==> src/rtl/uart_pkg.sv <==
// -----------------------------------------------------------------------------
// uart_pkg
// Shared types and constants for the buffered UART transmitter.
//   parity_e            : parity selection encoding (matches PARITY_TYPE values)
//   tx_state_e          : transmit FSM states
//   CLKS_PER_BIT_115200 : divisor for 115200 baud from a 50 MHz clock
// -----------------------------------------------------------------------------
package uart_pkg;

    typedef enum logic [1:0] {
        PARITY_NONE = 2'd0,
        PARITY_ODD  = 2'd1,
        PARITY_EVEN = 2'd2
    } parity_e;

    typedef enum logic [2:0] {
        IDLE   = 3'd0,
        START  = 3'd1,
        DATA   = 3'd2,
        PARITY = 3'd3,
        STOP   = 3'd4
    } tx_state_e;

    localparam int CLKS_PER_BIT_115200 = 434;

endpackage : uart_pkg

==> src/rtl/uart_sync_fifo.sv <==
// -----------------------------------------------------------------------------
// uart_sync_fifo
// Single-clock FIFO holding words waiting to be serialised.
// Ports:
//   clk, rst_n : clock, asynchronous active-low reset (flushes pointers/count)
//   push/wdata : write request and data; ignored when full
//   pop/rdata  : read request; rdata always shows the head word
//   full/empty : occupancy flags
//   count      : number of words stored (0..DEPTH)
// Simultaneous push and pop are both honoured and leave count unchanged.
// -----------------------------------------------------------------------------
module uart_sync_fifo #(
    parameter int WIDTH = 8,
    parameter int DEPTH = 4,
    localparam int AW   = $clog2(DEPTH),
    localparam int CW   = $clog2(DEPTH + 1)
) (
    input  logic             clk,
    input  logic             rst_n,
    input  logic             push,
    input  logic [WIDTH-1:0] wdata,
    input  logic             pop,
    output logic [WIDTH-1:0] rdata,
    output logic             full,
    output logic             empty,
    output logic [CW-1:0]    count
);

    if (DEPTH < 2 || (DEPTH & (DEPTH - 1)) != 0) begin : g_bad_depth
        $error("uart_sync_fifo: DEPTH must be a power of two and >= 2");
    end

    logic [WIDTH-1:0] mem [DEPTH];
    logic [AW-1:0]    wr_ptr;
    logic [AW-1:0]    rd_ptr;
    logic [CW-1:0]    count_q;
    logic             do_push;
    logic             do_pop;

    assign full    = (count_q == CW'(DEPTH));
    assign empty   = (count_q == '0);
    assign count   = count_q;
    assign rdata   = mem[rd_ptr];
    assign do_push = push && !full;
    assign do_pop  = pop && !empty;

    // Storage is not reset: the pointers alone define which entries are live.
    always_ff @(posedge clk) begin
        if (do_push) begin
            mem[wr_ptr] <= wdata;
        end
    end

    // Pointers are exactly AW bits wide, so they wrap modulo DEPTH for free.
    always_ff @(posedge clk or negedge rst_n) begin
        if (!rst_n) begin
            wr_ptr  <= '0;
            rd_ptr  <= '0;
            count_q <= '0;
        end else begin
            if (do_push) begin
                wr_ptr <= wr_ptr + 1'b1;
            end
            if (do_pop) begin
                rd_ptr <= rd_ptr + 1'b1;
            end
            case ({do_push, do_pop})
                2'b10:   count_q <= count_q + 1'b1;
                2'b01:   count_q <= count_q - 1'b1;
                default: count_q <= count_q;
            endcase
        end
    end

endmodule : uart_sync_fifo

==> src/rtl/uart_tx_buffered.sv <==
// -----------------------------------------------------------------------------
// uart_tx_buffered
// UART transmitter with a small TX FIFO; frames are sent back to back.
// Ports:
//   clk, rst_n   : clock, asynchronous active-low reset
//   data_tx      : word to queue (BITS_N bits)
//   valid/ready  : producer handshake; a word is taken on a rising edge where
//                  valid && ready. ready is low while full and during reset.
//                  data_tx need only be stable at that edge.
//   uart_out     : serial line, idles high (registered)
//   busy         : frame in progress or FIFO non-empty
//   fifo_count   : words currently queued
//   baud_trigger : one-cycle pulse on the last clock of every bit period
// Frame: start(0), BITS_N data bits LSB first, optional parity, STOP_BITS x 1.
// -----------------------------------------------------------------------------
module uart_tx_buffered
    import uart_pkg::*;
#(
    parameter int CLKS_PER_BIT = CLKS_PER_BIT_115200,
    parameter int BITS_N       = 8,
    parameter int PARITY_TYPE  = 0,
    parameter int STOP_BITS    = 1,
    parameter int FIFO_DEPTH   = 4,
    localparam int CNT_W       = $clog2(FIFO_DEPTH + 1)
) (
    input  logic              clk,
    input  logic              rst_n,
    input  logic [BITS_N-1:0] data_tx,
    input  logic              valid,
    output logic              ready,
    output logic              uart_out,
    output logic              busy,
    output logic [CNT_W-1:0]  fifo_count,
    output logic              baud_trigger
);

    if (CLKS_PER_BIT < 2) begin : g_bad_cpb
        $error("uart_tx_buffered: CLKS_PER_BIT must be >= 2");
    end
    if (BITS_N < 5 || BITS_N > 9) begin : g_bad_bits
        $error("uart_tx_buffered: BITS_N must be in 5..9");
    end
    if (PARITY_TYPE < 0 || PARITY_TYPE > 2) begin : g_bad_parity
        $error("uart_tx_buffered: PARITY_TYPE must be 0, 1 or 2");
    end
    if (STOP_BITS < 1 || STOP_BITS > 2) begin : g_bad_stop
        $error("uart_tx_buffered: STOP_BITS must be 1 or 2");
    end

    localparam int CYC_W = $clog2(CLKS_PER_BIT);
    localparam int BIT_W = $clog2(BITS_N);
    localparam logic [CYC_W-1:0] CYC_LAST = CYC_W'(CLKS_PER_BIT - 1);
    localparam logic [BIT_W-1:0] BIT_LAST = BIT_W'(BITS_N - 1);
    localparam logic STOP_LAST  = (STOP_BITS == 2);
    localparam bit   HAS_PARITY = (PARITY_TYPE != int'(PARITY_NONE));
    localparam bit   PAR_ODD    = (PARITY_TYPE == int'(PARITY_ODD));

    tx_state_e         state;
    logic [CYC_W-1:0]  cyc_cnt;
    logic [BIT_W-1:0]  bit_cnt;
    logic              stop_cnt;
    logic [BITS_N-1:0] shift_q;
    logic              parity_q;
    logic              line_q;

    logic [BITS_N-1:0] head;
    logic              full;
    logic              empty;
    logic              push;
    logic              pop;
    logic              bit_end;
    logic              frame_end;

    assign ready     = rst_n && !full;
    assign push      = valid && ready;
    assign bit_end   = (cyc_cnt == CYC_LAST);
    assign frame_end = (state == STOP) && bit_end && (stop_cnt == STOP_LAST);
    // The head is consumed from IDLE, or at the final stop clock so the next
    // start bit follows with no idle gap.
    assign pop       = !empty && ((state == IDLE) || frame_end);

    assign uart_out     = line_q;
    assign baud_trigger = (state != IDLE) && bit_end;
    assign busy         = (state != IDLE) || (fifo_count != '0);

    uart_sync_fifo #(
        .WIDTH (BITS_N),
        .DEPTH (FIFO_DEPTH)
    ) u_fifo (
        .clk   (clk),
        .rst_n (rst_n),
        .push  (push),
        .wdata (data_tx),
        .pop   (pop),
        .rdata (head),
        .full  (full),
        .empty (empty),
        .count (fifo_count)
    );

    // line_q is loaded with the level of the bit being entered, so the line
    // changes on the same edge as the state.
    always_ff @(posedge clk or negedge rst_n) begin
        if (!rst_n) begin
            state    <= IDLE;
            cyc_cnt  <= '0;
            bit_cnt  <= '0;
            stop_cnt <= 1'b0;
            shift_q  <= '0;
            parity_q <= 1'b0;
            line_q   <= 1'b1;
        end else begin
            if (state != IDLE) begin
                cyc_cnt <= bit_end ? '0 : cyc_cnt + 1'b1;
            end
            case (state)
                IDLE: begin
                    line_q <= 1'b1;
                    if (pop) begin
                        shift_q  <= head;
                        parity_q <= PAR_ODD ? ~^head : ^head;
                        cyc_cnt  <= '0;
                        bit_cnt  <= '0;
                        stop_cnt <= 1'b0;
                        line_q   <= 1'b0;
                        state    <= START;
                    end
                end
                START: begin
                    if (bit_end) begin
                        bit_cnt <= '0;
                        line_q  <= shift_q[0];
                        state   <= DATA;
                    end
                end
                DATA: begin
                    if (bit_end) begin
                        if (bit_cnt == BIT_LAST) begin
                            stop_cnt <= 1'b0;
                            if (HAS_PARITY) begin
                                line_q <= parity_q;
                                state  <= PARITY;
                            end else begin
                                line_q <= 1'b1;
                                state  <= STOP;
                            end
                        end else begin
                            bit_cnt <= bit_cnt + 1'b1;
                            shift_q <= shift_q >> 1;
                            line_q  <= shift_q[1];
                        end
                    end
                end
                PARITY: begin
                    if (bit_end) begin
                        stop_cnt <= 1'b0;
                        line_q   <= 1'b1;
                        state    <= STOP;
                    end
                end
                STOP: begin
                    if (bit_end) begin
                        if (stop_cnt == STOP_LAST) begin
                            if (pop) begin
                                shift_q  <= head;
                                parity_q <= PAR_ODD ? ~^head : ^head;
                                bit_cnt  <= '0;
                                stop_cnt <= 1'b0;
                                line_q   <= 1'b0;
                                state    <= START;
                            end else begin
                                line_q <= 1'b1;
                                state  <= IDLE;
                            end
                        end else begin
                            stop_cnt <= 1'b1;
                        end
                    end
                end
                default: begin
                    line_q <= 1'b1;
                    state  <= IDLE;
                end
            endcase
        end
    end

endmodule : uart_tx_buffered
==> config.mk <==
export PLATFORM = sky130hd
export DESIGN_NAME = uart_tx_buffered
export DESIGN_NICKNAME = d
export VERILOG_FILES = /design/src/rtl/uart_pkg.sv /design/src/rtl/uart_sync_fifo.sv /design/src/rtl/uart_tx_buffered.sv
export SDC_FILE = /design/constraint.sdc
export NUM_CORES = 1
export LEC_CHECK = 0
export BUFFER_PORTS_ARGS = -buffer_cell sky130_fd_sc_hd__buf_2
export CORE_MARGIN = 4
export CORE_UTILIZATION = 43
export CTS_CLUSTER_DIAMETER = 60
export DETAILED_ROUTE_END_ITERATION = 12
export GPL_TIMING_DRIVEN = 0
export PLACE_DENSITY_LB_ADDON = 0.12
export REMOVE_ABC_BUFFERS = 1
export SLEW_MARGIN = 20
export SYNTH_ARGS = -nofsm -noshare
export SYNTH_HDL_FRONTEND = slang
export SYNTH_SLANG_ARGS = --single-unit
export TNS_END_PERCENT = 1
==> constraint.sdc <==
create_clock -name clk -period 2.52 [get_ports clk]
set_input_delay 0.126 -clock clk [delete_from_list [all_inputs] [get_ports clk]]
set_output_delay 0.126 -clock clk [all_outputs]
set_load 0.05 [all_outputs]
---- Word-level counts from Yosys, hierarchy flattened ----
Memory sizes are Yosys's and may differ from the RTL's.
Index checks and enable logic that the tools add are counted.
cells by class
  add/sub/neg operators ................... 6
  eq/ne operators ......................... 17
  muxes and demuxes ....................... 44
  bitwise logic cells ..................... 1
  reductions and logical operators ........ 25
operators by type and width
  cell                                            count
  2-to-1 mux 8 bit                                5
  2-to-1 mux 3 bit                                13
  2-to-1 mux 9 bit                                4
  one-hot mux 8 bit (3 select lines)              1
  2-to-1 mux 1 bit                                16
  one-hot mux 3 bit (5 select lines)              1
  != test 2 bit (second input constant)           7
  one-hot mux 3 bit (4 select lines)              1
  AND reduction 6 bit                             2
  AND reduction 5 bit                             2
  adder 9 x 1 -> 9 bit (second input constant)    1
  == test 3 bit (second input constant)           3
  == test 9 bit (second input constant)           1
  nonzero test 3 bit                              3
  logical AND 1 bit                               8
  nonzero test 4 bit                              2
  AND reduction 7 bit                             1
  adder 3 x 1 -> 3 bit (second input constant)    2
  == test 3 x 2 -> 1 bit (second input constant)  2
  logical NOT 3 bit                               2
  one-hot mux 3 bit (2 select lines)              1
  one-hot mux 1 bit (5 select lines)              1
  adder 2 x 1 -> 2 bit (second input constant)    2
  one-hot mux 1 bit (4 select lines)              1
  other kinds (9)                                 11
word-level totals
  flip-flop bits (word level) ............. 32
  memory bits (writable) .................. 32
  input bits .............................. 11
  word-level logic and storage cells ...... 103
  memories ................................ 1
memory list
  memory      depth  bits a word  rd ports  clocked after memory_dff  write ports  line                  source
  u_fifo.mem  4      8            1         0                         1            uart_sync_fifo.sv:33  logic [WIDTH-1:0] mem [DEPTH];

---- Longest topological paths before layout ----
Gate-level depths: netlist of run 1.
  depth in word-level cells ............... 9
  gate-level depth with buffers ........... 11

---- Hierarchy ----
A second synthesis of run 1 with hierarchy kept.
second synthesis, totals
  cell total of the unflattened synthesis .. 208
  area total of the unflattened synthesis .. 2944.1 µm²
by module, submodules not included
  module            times used  cells each  area each (µm²)
  uart_sync_fifo    1           79          1592.8
  uart_tx_buffered  1           129         1351.3

---- Least setup slack after synthesis of run 1 ----
No wires, ideal clock.
  kind .................................... register to register
  start ................................... register u_fifo.count_q[1], in the netlist u_fifo.count[1]
  end ..................................... register u_fifo.count_q[2], in the netlist u_fifo.count[2]
  library setup time ...................... 145 ps
  data arrival time ....................... 3422 ps
  path slack .............................. -1047 ps
  cell stages (with the launch flop) ...... 10
  buffers on the path ..................... 0
  period minus slack after synthesis ...... 3567 ps
  path through ............................ dfrtp_1 -> nor2_1 -> a21boi_0 -> and2_1 -> inv_1 -> ha_1 -> fa_1 -> xnor2_1 -> nor2_1 -> xor2_1
on the way
  longest elaborated chain between the ends .. 7
  elaborated cells between the ends (all ways) .. 15
  those cells by class .................... add/sub: 2; eq/ne: 3; mux: 1; reduce/logical: 9
ends and longest elaborated chain
  item                                                                             line                    source
  start: declaration                                                               uart_sync_fifo.sv:36    logic [CW-1:0] count_q;
  start signal: assignment                                                         uart_sync_fifo.sv:68    2'b10: count_q <= count_q + 1'b1;
  start signal: assignment                                                         uart_sync_fifo.sv:69    2'b01: count_q <= count_q - 1'b1;
  start signal: assignment                                                         uart_sync_fifo.sv:70    default: count_q <= count_q;
  == test 3 bit (*)                                                                uart_sync_fifo.sv:40    assign full = (count_q == CW'(DEPTH));
  logical NOT 1 bit (*)                                                            uart_tx_buffered.sv:74  assign ready = rst_n && !full;
  logical AND 1 bit (*)                                                            uart_tx_buffered.sv:74
  via ready                                                                        uart_tx_buffered.sv:30  output logic ready,
  logical AND 1 bit (*)                                                            uart_tx_buffered.sv:75  assign push = valid && ready;
  logical AND 1 bit (*)                                                            uart_sync_fifo.sv:44    assign do_push = push && !full;
  == test 2 x 1 -> 1 bit / == test 2 bit (equally long branches)                   uart_sync_fifo.sv:67    case ({do_push, do_pop})
  one-hot mux 3 bit (2 select lines) / nonzero test 2 bit (equally long branches)  -
The timed path passes the listed nets; every way through them passes the cells marked *.
A chain may end at the register's enable or synchronous reset.

---- Final worst setup path of run 1 ----
  start ................................... register cyc_cnt[1]
  end ..................................... register u_fifo.count_q[1], in the netlist u_fifo.count[1]
on the way
  longest elaborated chain between the ends .. 8
  elaborated cells between the ends (all ways) .. 10
  those cells by class .................... eq/ne: 3; mux: 1; reduce/logical: 6
ends and longest elaborated chain
  item                                                                             line                     source
  start: declaration                                                               uart_tx_buffered.sv:59   logic [CYC_W-1:0] cyc_cnt;
  start signal: assignment                                                         uart_tx_buffered.sv:114  cyc_cnt <= bit_end ? '0 : cyc_cnt + 1'b1;
  == test 9 bit (*)                                                                uart_tx_buffered.sv:76   assign bit_end = (cyc_cnt == CYC_LAST);
  logical AND 1 bit (*) (2 in series)                                              uart_tx_buffered.sv:77   assign frame_end = (state == STOP) && bit_end && (stop_cnt == STOP_LAST);
  logical OR 1 bit (*)                                                             uart_tx_buffered.sv:80   assign pop = !empty && ((state == IDLE) || frame_end);
  logical AND 1 bit (*)                                                            uart_tx_buffered.sv:80
  logical AND 1 bit (*)                                                            uart_sync_fifo.sv:45     assign do_pop = pop && !empty;
  == test 2 x 1 -> 1 bit / == test 2 bit (equally long branches)                   uart_sync_fifo.sv:67
  one-hot mux 3 bit (2 select lines) / nonzero test 2 bit (equally long branches)  -
Every way passes the cells marked *; elsewhere a longest branch is shown, timed or not.

==> metrics.md, run 1 <==
| Metric | Value |
|---|---|
| Pleak | `~1.4 nW` |
| Total power | `roughly 3.7 mW` |
| Largest family of logic cells by synthesized area | `multiplexers` |
| Total Wirelength | `5.31 mm` |
| Routed wire length per instance | `approximately 17 um` |
| Placer congestion estimate | `roughly 0.81` |
| First-pass GRT wire length | `9.09 mm` |
| Die width | `between 90 and 100 um` |
| Root Driver | `clkbuf_8` |
| WS Path Type | `reg2reg` |
| Crit-path max FO | `7` |
| Cell row count | `29` |
| Mapped Area | `roughly 0.0030 mm^2` |
| Worst skew pair latency | `approximately 330 ps` |
| Crit path DAT | `around 2600 ps` |
| Total negative slack | `0 ps` |
| Final #Nets | `approximately 250` |
| Layout cells sized above 1 | `a little under a third` |
| Number of CTS-inserted buffers | `9` |
| Vias in the first global route | `around 1,900` |
| Clk buf depth | `2` |
| Post-DP HPWL | `3.60 mm` |
| DIE HEIGHT | `between 90 and 100 um` |
| Simple-gate portion of the synthesized area | `between 10% and 20%` |
| Highest clock rate | `approximately 420 MHz` |
| P per Cell Area | `between 1000 and 1500 mW/mm^2` |
| Flop pwr share | `a little over two fifths` |
| Clock power frac | `25.9%` |
| DR iter-0 viols | `a little under 60` |
| CP endpoint kind | `flop` |
| Clk_skew | `between 6 and 7 ps` |
| Maxcap violations | `0` |
| Sw frac | `32.5%` |
| Die ar. | `0.00826 mm^2` |
| Worst-path clk slew | `~70 ps` |
| Synthesis Warnings | `0` |
| VDD IR max | `0.000499 V` |
| Remaining Overflow, GRT | `0` |
| Fillers | `547` |
| P&R area growth vs syn | `15.6%` |
| Worst Max-Slew Pin Slew | `between 500 and 600 ps` |
| Port bufs | `17` |
| Initial antenna violation count | `0` |
| P_sw | `around 1.2 mW` |
| Avg Inst Size Synth | `about 15 um^2` |
| Synth Area in Compound Gates | `between 5 and 6%` |
| Clock sink count | `63` |
| Htree depth | `3` |
| Residual DRC | `0` |
| Yosys reg bits | `63` |
| Internal | `around 2.5 mW` |
| Gate power share | `30.5%` |
| Fraction of registers with async set/reset | `just under 50%` |
| Router iterations before antenna repair | `4` |
| Diode count | `0` |
| Slowest CP cell | `dfrtp_1` |
| CTS tree | `done` |
| Status | `finished clean` |
| RSZ-0062 raised after global routing | `no` |
| Via Count | `around 1,700` |
| I/O pin count | `18` |
| Core box area | `roughly 0.0065 mm^2` |
| Minimum clock period | `2360 ps` |
| Post-synthesis adder-cell area fraction | `4.49%` |
| Main synth FF type | `edfxtp_1` |
| Crit share post-route | `between 90% and 100%` |
| WHS | `roughly 29 ps` |
| Slew Viols, Final | `0` |
| Vias per cell | `between 5 and 6` |
| Mux contribution to synthesized area | `13.7%` |
| Post-synth EDFFs | `32` |
| GRT Total Usage | `between 10% and 20%` |
| Slew margin rel. | `about three fifths` |
| Initial Util | `between 40% and 50%` |
| Critical Path Start Type | `flop` |
| Share of the yosys chip area belonging to registers | `approximately three fifths` |
| Crit path cell chain | `inv_1 -> ha_2 -> nand4b_4 -> or2_4 -> a21oi_4 -> ha_4 -> fa_1 -> mux2_2` |
| FF/Latch Area | `0.00174 mm^2` |
| Multi-input gate area | `approximately 0.0011 mm^2` |
| Cell variety after synth | `47` |
| Syn Inst Count | `between 150 and 200` |
| Post-route ant nets | `0` |
| HP Class | `in2reg` |
| XOR/XNOR Fraction of Synth Area | `a little under 4%` |
| Pin count of the biggest net entering global routing | `31` |
| Setup violators final | `0` |
| Required time of the critical path | `around 2700 ps` |
| CP max stage delay | `430 ps` |
| Fin. Hold Viols | `0` |
## cell families after synthesis
logic type	Yosys count
XOR/XNOR	13
adder cells (fa/ha/maj)	10
multiplexers	28
AO/OA/AOI/OAI	19
buffers and inverters	13
flip-flops	63
AND/OR/NAND/NOR	53
## registers in the layout (all words and copies together), names as in the netlist
register and count:
u_fifo.mem 32, shift_q 8, u_fifo.count 3, u_fifo.rd_ptr 2, cyc_cnt 9, state 3
uart_out 1, u_fifo.wr_ptr 2, bit_cnt 3
## area by class of cell
cell class | count | area share, %
Sequential cell | 63 | 50.9
Multi-Input combinational cell | 123 | 33.6
Timing Repair Buffer | 27 | 5.65
Clock buffer | 12 | 4.25
Tap cell | 77 | 2.82
Clock inverter | 4 | 2.05
Inverter | 6 | 0.660
## final timing paths
path / endpoint / cells after the start / slack [ps] / startpoint
min reg2reg: shift_q[7] / 1 / 500 / shift_q[7]
min: u_fifo.mem[1][0] / 1 / 30 / data_tx[0]
max reg2reg: u_fifo.count[1] / 8 / 160 / cyc_cnt[1]
max in group asynchronous: u_fifo.rd_ptr[0] / 3 / 1970 / rst_n
max: u_fifo.count[1] / 8 / 160 / cyc_cnt[1]
min in group asynchronous: uart_out / 2 / 370 / rst_n
## routing by layer
metal,vias up,routed length (um),track usage (%)
li1,806,-,-
met1,836,2300,17.5
met2,30,2730,23.5
met3,8,213,5.08
met4,0,72,4.15
met5,-,0,0
## power by group through the flow
stage	sequential, mW	clock (mW)	combinational (mW)
detailed placement	1.62	0	1.09
global route	1.64	1.02	1.24
finish	1.60	0.951	1.12
CTS	1.60	0.977	1.11
floorplan	1.67	0	0.753
global placement	1.60	0	1.04
## timing repair
item | 4_1_cts | 5_1_grt
endpoints found under the setup margin | 1 | 2
pin swaps | 0 | 1
endpoints found under the hold margin | 55 | 0
buffers inserted | 0 | 1
hold buffers | 9 | 0
gates resized for setup | 1 | 4
## synthesized netlist by cell type (all sizes together), types with 5 or more instances
cell type / n / area, um^2
mux4: 8 / 184
inv: 6 / 22.5
ha: 9 / 113
buf: 7 / 62.6
nor2: 14 / 57.6
xor2: 9 / 78.8
mux2: 16 / 180
edfxtp: 32 / 961
and3: 5 / 31.3
nand4: 5 / 31.3
or3: 5 / 31.3
nand2: 10 / 37.5
o21ai: 5 / 40.0
dfrtp: 30 / 751
## stage by stage
step,cell area (um^2),setup WS [ps],cells,utilization [%]
2_1_floorplan,2890,-1050,192,-
3_3_place_gp,3070,-46.2,286,47.3
3_5_place_dp,3070,-187,286,47.3
4_1_cts,3390,48.4,311,52.2
5_1_grt,3410,7.08,312,52.5
6_report,3410,158,312,52.5
## critical path: cells and delay by family, from the launching register on
family                     cells  cell delay [ps]
DFF                            1              430
muxes                          1              270
buffers and inverters          1              100
adders and majority gates      3              780
AOI/OAI and AO/OA              1              210
and+or+nand+nor                2              460
## cells in the final DEF, fill, tap and decap left out, drive strengths merged, types with 2 or more instances in the layout
cell type,netlist,layout
edfxtp,32,32
dfrtp,30,30
buf,7,19
mux2,16,16
nor2,14,14
clkbuf,0,12
nand2,10,10
xor2,9,9
ha,9,9
dlygate4sd3,0,8
mux4,8,8
inv,6,6
or3,5,5
and3,5,5
nand4,5,5
o21ai,5,5
mux2i,4,4
xnor2,4,4
a21oi,4,4
nor3,3,3
nand2b,3,3
o311a,2,2
clkinv,0,2
bufinv,0,2
or2,2,2
Note: power is estimated with default switching activity, not from simulation.
==> inputs of run 2 (changes only) <==
--- a/config.mk
+++ b/config.mk
@@ -5,6 +5,7 @@
 export SDC_FILE = /design/constraint.sdc
 export NUM_CORES = 1
 export LEC_CHECK = 0
+export ABC_AREA = 1
 export BUFFER_PORTS_ARGS = -buffer_cell sky130_fd_sc_hd__buf_2
 export CORE_MARGIN = 4
 export CORE_UTILIZATION = 43
==> metrics.md, run 2 <==
| Metric | Value |
|---|---|
| CP endpoint kind | `flop` |
| Setup violators final | `0` |
| Vias per cell | `4.73` |
| I/O pin count | `18` |
| FF-to-FF End | `u_fifo.count[2]` |
| Top flop regs | `u_fifo.mem: 32 flops, cyc_cnt: 9 flops, shift_q: 8 flops` |
| Htree depth | `3` |
| Worst Max-Slew Pin Slew | `between 700 and 800 ps` |
| P per Cell Area | `1220 mW/mm^2` |
| Total power | `4.31 mW` |
| Synth area leader | `edfxtp_1` |
| Commonest cells in the synthesized netlist | `80 x nand2_1, 42 x nor2_1, 32 x edfxtp_1` |
| HP Class | `in2reg` |
| Diode count | `0` |
| Most numerous cell in the Yosys netlist | `nand2_1` |
| Fin. Hold Viols | `0` |
| DIE HEIGHT | `slightly above 90 um` |
| Total negative slack | `0 ps` |
| Root Driver | `clkbuf_8` |
| Worst-path clk slew | `around 70 ps` |
| Remaining Overflow, GRT | `0` |
| Required time of the critical path | `between 2000 and 3000 ps` |
| Minimum clock period | `between 2000 and 2500 ps` |
| Post-DP Area | `around 0.0032 mm^2` |
| Hold endpoint | `u_fifo.mem[0][0]` |
| Pleak | `around 1.6 nW` |
| Via Count | `around 2,100` |
| Number of CTS-inserted buffers | `9` |
| WS Path Type | `reg2reg` |
| Dominant cells by area after synthesis | `edfxtp_1 32%, dfrtp_1 25%, nand2_1 9.9%` |
| Avg Inst Size Synth | `9.54 um^2` |
| Post-route cell area | `0.00355 mm^2` |
| Port bufs | `17` |
| Worst skew pair latency | `roughly 340 ps` |
| Die ar. | `around 0.0084 mm^2` |
| GR peak layer | `met2` |
| CTS tree | `done` |
| Met3 GRT Util | `between 3 and 4%` |
| Core box area | `around 0.007 mm^2` |
| WHS | `approximately 28 ps` |
| Slew Viols, Final | `0` |
| Post-route ant nets | `0` |
| Router iterations before antenna repair | `4` |
| Highest clock rate | `~440 MHz` |
| Critical R2R Launch | `cyc_cnt[0]` |
| P&R area growth vs syn | `17.3%` |
| Clock sink count | `between 60 and 70` |
| First-pass GRT wire length | `9.80 mm` |
| Met1 Use GR | `about a fifth` |
| Main synth FF type | `edfxtp_1` |
| Slew margin rel. | `a little under half` |
| Share of the yosys chip area belonging to registers | `57.5%` |
| Initial Util | `approximately 44%` |
| Hold_sp | `data_tx[0]` |
| Placer congestion estimate | `0.773` |
| Largest register FFs | `32` |
| RSZ-0062 raised after global routing | `no` |
| Synthesis Warnings | `0` |
| Top-area cell type share of the netlist area | `about a third` |
| Crit-path max FO | `6` |
| Yosys reg bits | `63` |
| Fillers | `between 600 and 700` |
| Met2 GRT Util | `approximately 23%` |
| Residual DRC | `0` |
| Clk buf depth | `2` |
| Routed wire length per instance | `approximately 13 um` |
| Cell row count | `30` |
| Pin count of the biggest net entering global routing | `31` |
| Reg2reg path depth | `12` |
| FF-to-FF setup slack | `roughly 240 ps` |
| Status | `finished clean` |
| Crit share post-route | `approximately 90%` |
| Final #Nets | `373` |
| Cell variety after synth | `29` |
| Most frequent cells in the layout | `80 x nand2_1, 42 x nor2_1, 32 x edfxtp_1, 30 x dfrtp_1` |
| Initial antenna violation count | `0` |
| Clk_skew | `12.5 ps` |
| Die width | `roughly 90 um` |
| Critical Path Start Type | `flop` |
| Syn Inst Count | `roughly 320` |
| Post-synth EDFFs | `32` |
| Vias in the first global route | `just over 2,000` |
| Mapped Area | `between 0.003 and 0.004 mm^2` |
| Layout cells sized above 1 | `~17%` |
| VDD IR max | `0.000630 V` |
| Crit path DAT | `approximately 2500 ps` |
| Most common cell after layout, fill and taps aside | `nand2_1` |
| Largest register by flop count | `u_fifo.mem` |
| DR iter-0 viols | `98` |
| GRT Total Usage | `15.0%` |
| Maxcap violations | `0` |
| Hold Path Depth | `1` |
| Total Wirelength | `5.67 mm` |
| Post-DP HPWL | `about 3.7 mm` |
| Fraction of registers with async set/reset | `slightly below 50%` |
## run 2: changes by cell type after synthesis, moves of 7 or more
cell     change
nand2_1     +70
nor2_1      +30
o21ai_0     +25
nand3_1     +21
mux4_2       -7
inv_1       +20
mux2_2      -15
## run 2: critical path, stage by stage, from the launching register on
cell and delay, ps:
dfrtp_1 430, ha_1 220, nand2_1 60, nor2_1 50, nand2_2 120, nand2_4 80
nand2_4 110, inv_1 100, ha_1 230, fa_1 390, a21oi_1 130, o21ai_0 110
xnor2_1 140
## run 2: kinds of logic after synthesis
group / share of synthesized area (%)
AND/OR/NAND/NOR: 24.7
XOR/XNOR: 1.45
adder cells (fa/ha/maj): 4.39
AO/OA/AOI/OAI: 7.08
flip-flops: 57.5
multiplexers: 0.372
buffers and inverters: 4.51
## run 2: worst max-delay path by stage
stage	to	slack [ps]	startpoint	cells after the start
floorplan	u_fifo.count[2]	-1110	u_fifo.count[1]	8
detailed placement	u_fifo.count[2]	-20	rst_n	8
finish	u_fifo.count[2]	240	cyc_cnt[0]	12
global route	u_fifo.count[2]	30	cyc_cnt[0]	12
global placement	u_fifo.count[2]	70	rst_n	8
CTS	u_fifo.count[2]	130	cyc_cnt[0]	12
## run 2: report_power, final
group          leakage, nW  internal [mW]  total, mW  switching [mW]
Clock                0.114          0.560      0.982           0.422
Combinational        0.799          0.582       1.77            1.18
Sequential           0.682           1.35       1.57           0.215
Total                 1.60           2.49       4.31            1.82
## run 2: layout make-up
class                           instances  area [um^2]  area share [%]
Clock inverter                          7         96.3            2.72
Timing Repair Buffer                   29          208            5.86
Tap cell                               96          120            3.39
Sequential cell                        63         1740            49.0
Clock buffer                            9          124            3.49
Multi-Input combinational cell        220         1150            32.4
Inverter                               29          111            3.14
## run 2: layer usage
| metal | vias up | wire, um |
|---|---|---|
| li1 | 1112 | - |
| met1 | 990 | 2880 |
| met2 | 29 | 2510 |
| met3 | 10 | 159 |
| met4 | 0 | 121 |
| met5 | - | 0 |
## run 2: repair_timing
item                       4_1_cts  5_1_grt
buffers inserted                 0        3
hold endpoints to repair        52        0
setup endpoints to repair        0        1
resized for setup                0        0
hold buffers                     9        0
## run 2: through the flow
step | util, % | cells | worst slack (ps)
finish | 51.9 | 453 | 242
global route | 51.9 | 453 | 25.7
CTS | 51.6 | 450 | 132
detailed placement | 46.9 | 425 | -18.5
global placement | 46.9 | 425 | 72.9
floorplan | - | 312 | -1110
==> inputs of run 3 (changes only) <==
==> constraint.sdc (replaced) <==
create_clock -name clk -period 2.2 [get_ports clk]
set_input_delay 0.11 -clock clk [delete_from_list [all_inputs] [get_ports clk]]
set_output_delay 0.11 -clock clk [all_outputs]
set_load 0.05 [all_outputs]
==> metrics.md, run 3 (synthesis gave the netlist of run 2 again) <==
| Metric | Value |
|---|---|
| Clock sink count | `63` |
| Cell row count | `30` |
| Most common cell after layout, fill and taps aside | `nand2_1` |
| Residual DRC | `0` |
| Minimum clock period | `roughly 2100 ps` |
| Total Wirelength | `5.74 mm` |
| I/O pin count | `18` |
| Hold Path Depth | `3` |
| DIE HEIGHT | `between 90 and 100 um` |
| Htree depth | `3` |
| Crit path DAT | `2310 ps` |
| Initial antenna violation count | `0` |
| Top flop regs | `u_fifo.mem: 32 flops, cyc_cnt: 9 flops, shift_q: 8 flops` |
| Worst Max-Slew Pin Slew | `around 800 ps` |
| Status | `finished clean` |
| CP endpoint kind | `flop` |
| Worst-path clk slew | `70 ps` |
| Number of CTS-inserted buffers | `9` |
| HP Class | `in2reg` |
| Port bufs | `17` |
| Post-route cell area | `approximately 0.0036 mm^2` |
| Fin. Hold Viols | `0` |
| VDD IR max | `between 0.0007 and 0.0008 V` |
| Placer congestion estimate | `0.773` |
| Critical Path Start Type | `flop` |
| Layout cells sized above 1 | `a little under a fifth` |
| Crit share post-route | `95.0%` |
| Slew margin rel. | `between 40% and 50%` |
| Die ar. | `0.00844 mm^2` |
| Largest register FFs | `32` |
| Routed wire length per instance | `roughly 13 um` |
| DR WL met3 | `around 170 um` |
| Wire length on met1 | `between 2 and 3 mm` |
| Maxcap violations | `0` |
| Die width | `91.9 um` |
| Post-DP Area | `roughly 0.0032 mm^2` |
| Remaining Overflow, GRT | `0` |
| Diode count | `0` |
| Final core occ | `between 50% and 60%` |
| Reg2reg path depth | `12` |
| Crit-path max FO | `6` |
| Largest register by flop count | `u_fifo.mem` |
| P&R area growth vs syn | `18.7%` |
| Router iterations before antenna repair | `4` |
| Root Driver | `clkbuf_8` |
| DR iter-0 viols | `96` |
| Initial Util | `between 40% and 50%` |
| Worst skew pair latency | `about 340 ps` |
| Post-route ant nets | `0` |
| Highest clock rate | `between 400 and 500 MHz` |
| CTS tree | `done` |
| First-pass GRT wire length | `between 9 and 10 mm` |
| RSZ-0062 raised after global routing | `yes` |
| Vias per cell | `roughly 4.8` |
| P per Cell Area | `between 1000 and 1500 mW/mm^2` |
| Clk buf depth | `2` |
| Pin count of the biggest net entering global routing | `31` |
| Clk_skew | `about 12 ps` |
| Max layer used | `met4` |
| Core box area | `approximately 0.0068 mm^2` |
| Vias in the first global route | `between 2,000 and 2,500` |
| Slew Viols, Final | `0` |
| Total negative slack | `0 ps` |
| Routed length on met2 | `approximately 2.5 mm` |
| Setup violators final | `0` |
| Via Count | `around 2,200` |
| Most frequent cells in the layout | `79 x nand2_1, 41 x nor2_1, 32 x edfxtp_1, 29 x dfrtp_1, 25 x o21ai_0` |
| Post-DP HPWL | `3.66 mm` |
| WS Path Type | `reg2reg` |
| Final #Nets | `approximately 370` |
| GRT Total Usage | `around 15%` |
| Pleak | `1.59 nW` |
| Required time of the critical path | `2420 ps` |
==> run 3: cell types whose count changed in the layout (fill, tap and decap cells not counted), sizes merged <==
| cell | delta |
|---|---|
| dlygate4sd3 | +1 |
| buf | -1 |
==> run 3: layout make-up <==
cell class              count  area, um^2
clock buffers               9         124
clock inverters             7        96.3
fillers                   638        3240
inverters                  29         114
multi-input cells         220        1190
flip-flops and latches     63        1740
well taps                  96         120
repair buffers             29         210
==> run 3: critical path, cell delays in order (launching register included) <==
cell     delay (ps)
dfrtp_1         410
ha_1            210
nand2_1          80
nor2_2           40
nand2_2          80
nand2_4          80
nand2_8         100
inv_4            50
ha_4            160
fa_1            400
a21oi_2         130
o21ai_1          90
xnor2_1         130
==> run 3: final timing paths <==
path                       startpoint          endpoint  slack, ps
max                        cyc_cnt[0]   u_fifo.count[2]        110
max in group asynchronous       rst_n   u_fifo.count[0]       1670
min reg2reg                shift_q[0]        shift_q[0]        480
min                             valid  u_fifo.wr_ptr[0]        180
max reg2reg                cyc_cnt[0]   u_fifo.count[2]        110
min in group asynchronous       rst_n          uart_out        330
==> run 3: timing repair <==
| item | 4_1_cts | 5_1_grt |
|---|---|---|
| setup buffers | 1 | 1 |
| hold buffers | 10 | 0 |
| resized for setup | 3 | 10 |
| endpoints found under the hold margin | 62 | 0 |
| pin swaps | 1 | 0 |
| endpoints found under the setup margin | 2 | 34 |
==> run 3: metal layers <==
| metal | vias up | global-route usage (%) |
|---|---|---|
| li1 | 1116 | - |
| met1 | 1003 | 20.2 |
| met2 | 31 | 22.9 |
| met3 | 9 | 3.69 |
| met4 | 0 | 7.30 |
| met5 | - | 0 |
==> run 3: metrics by stage <==
stage	cells	power (mW)	worst slack (ps)	hold slack [ps]
4_1_cts	452	5.02	2.75	245
3_5_place_dp	425	3.84	-323	227
6_report	453	5.07	109	179
3_3_place_gp	425	3.81	-231	215
5_1_grt	453	5.51	-39.2	177
2_1_floorplan	312	3.36	-1430	-186
==> run 3: where the power goes <==
group	switching [mW]	internal, mW
clock network	0.487	0.642
logic	1.41	0.727
registers	0.258	1.55
total	2.15	2.92
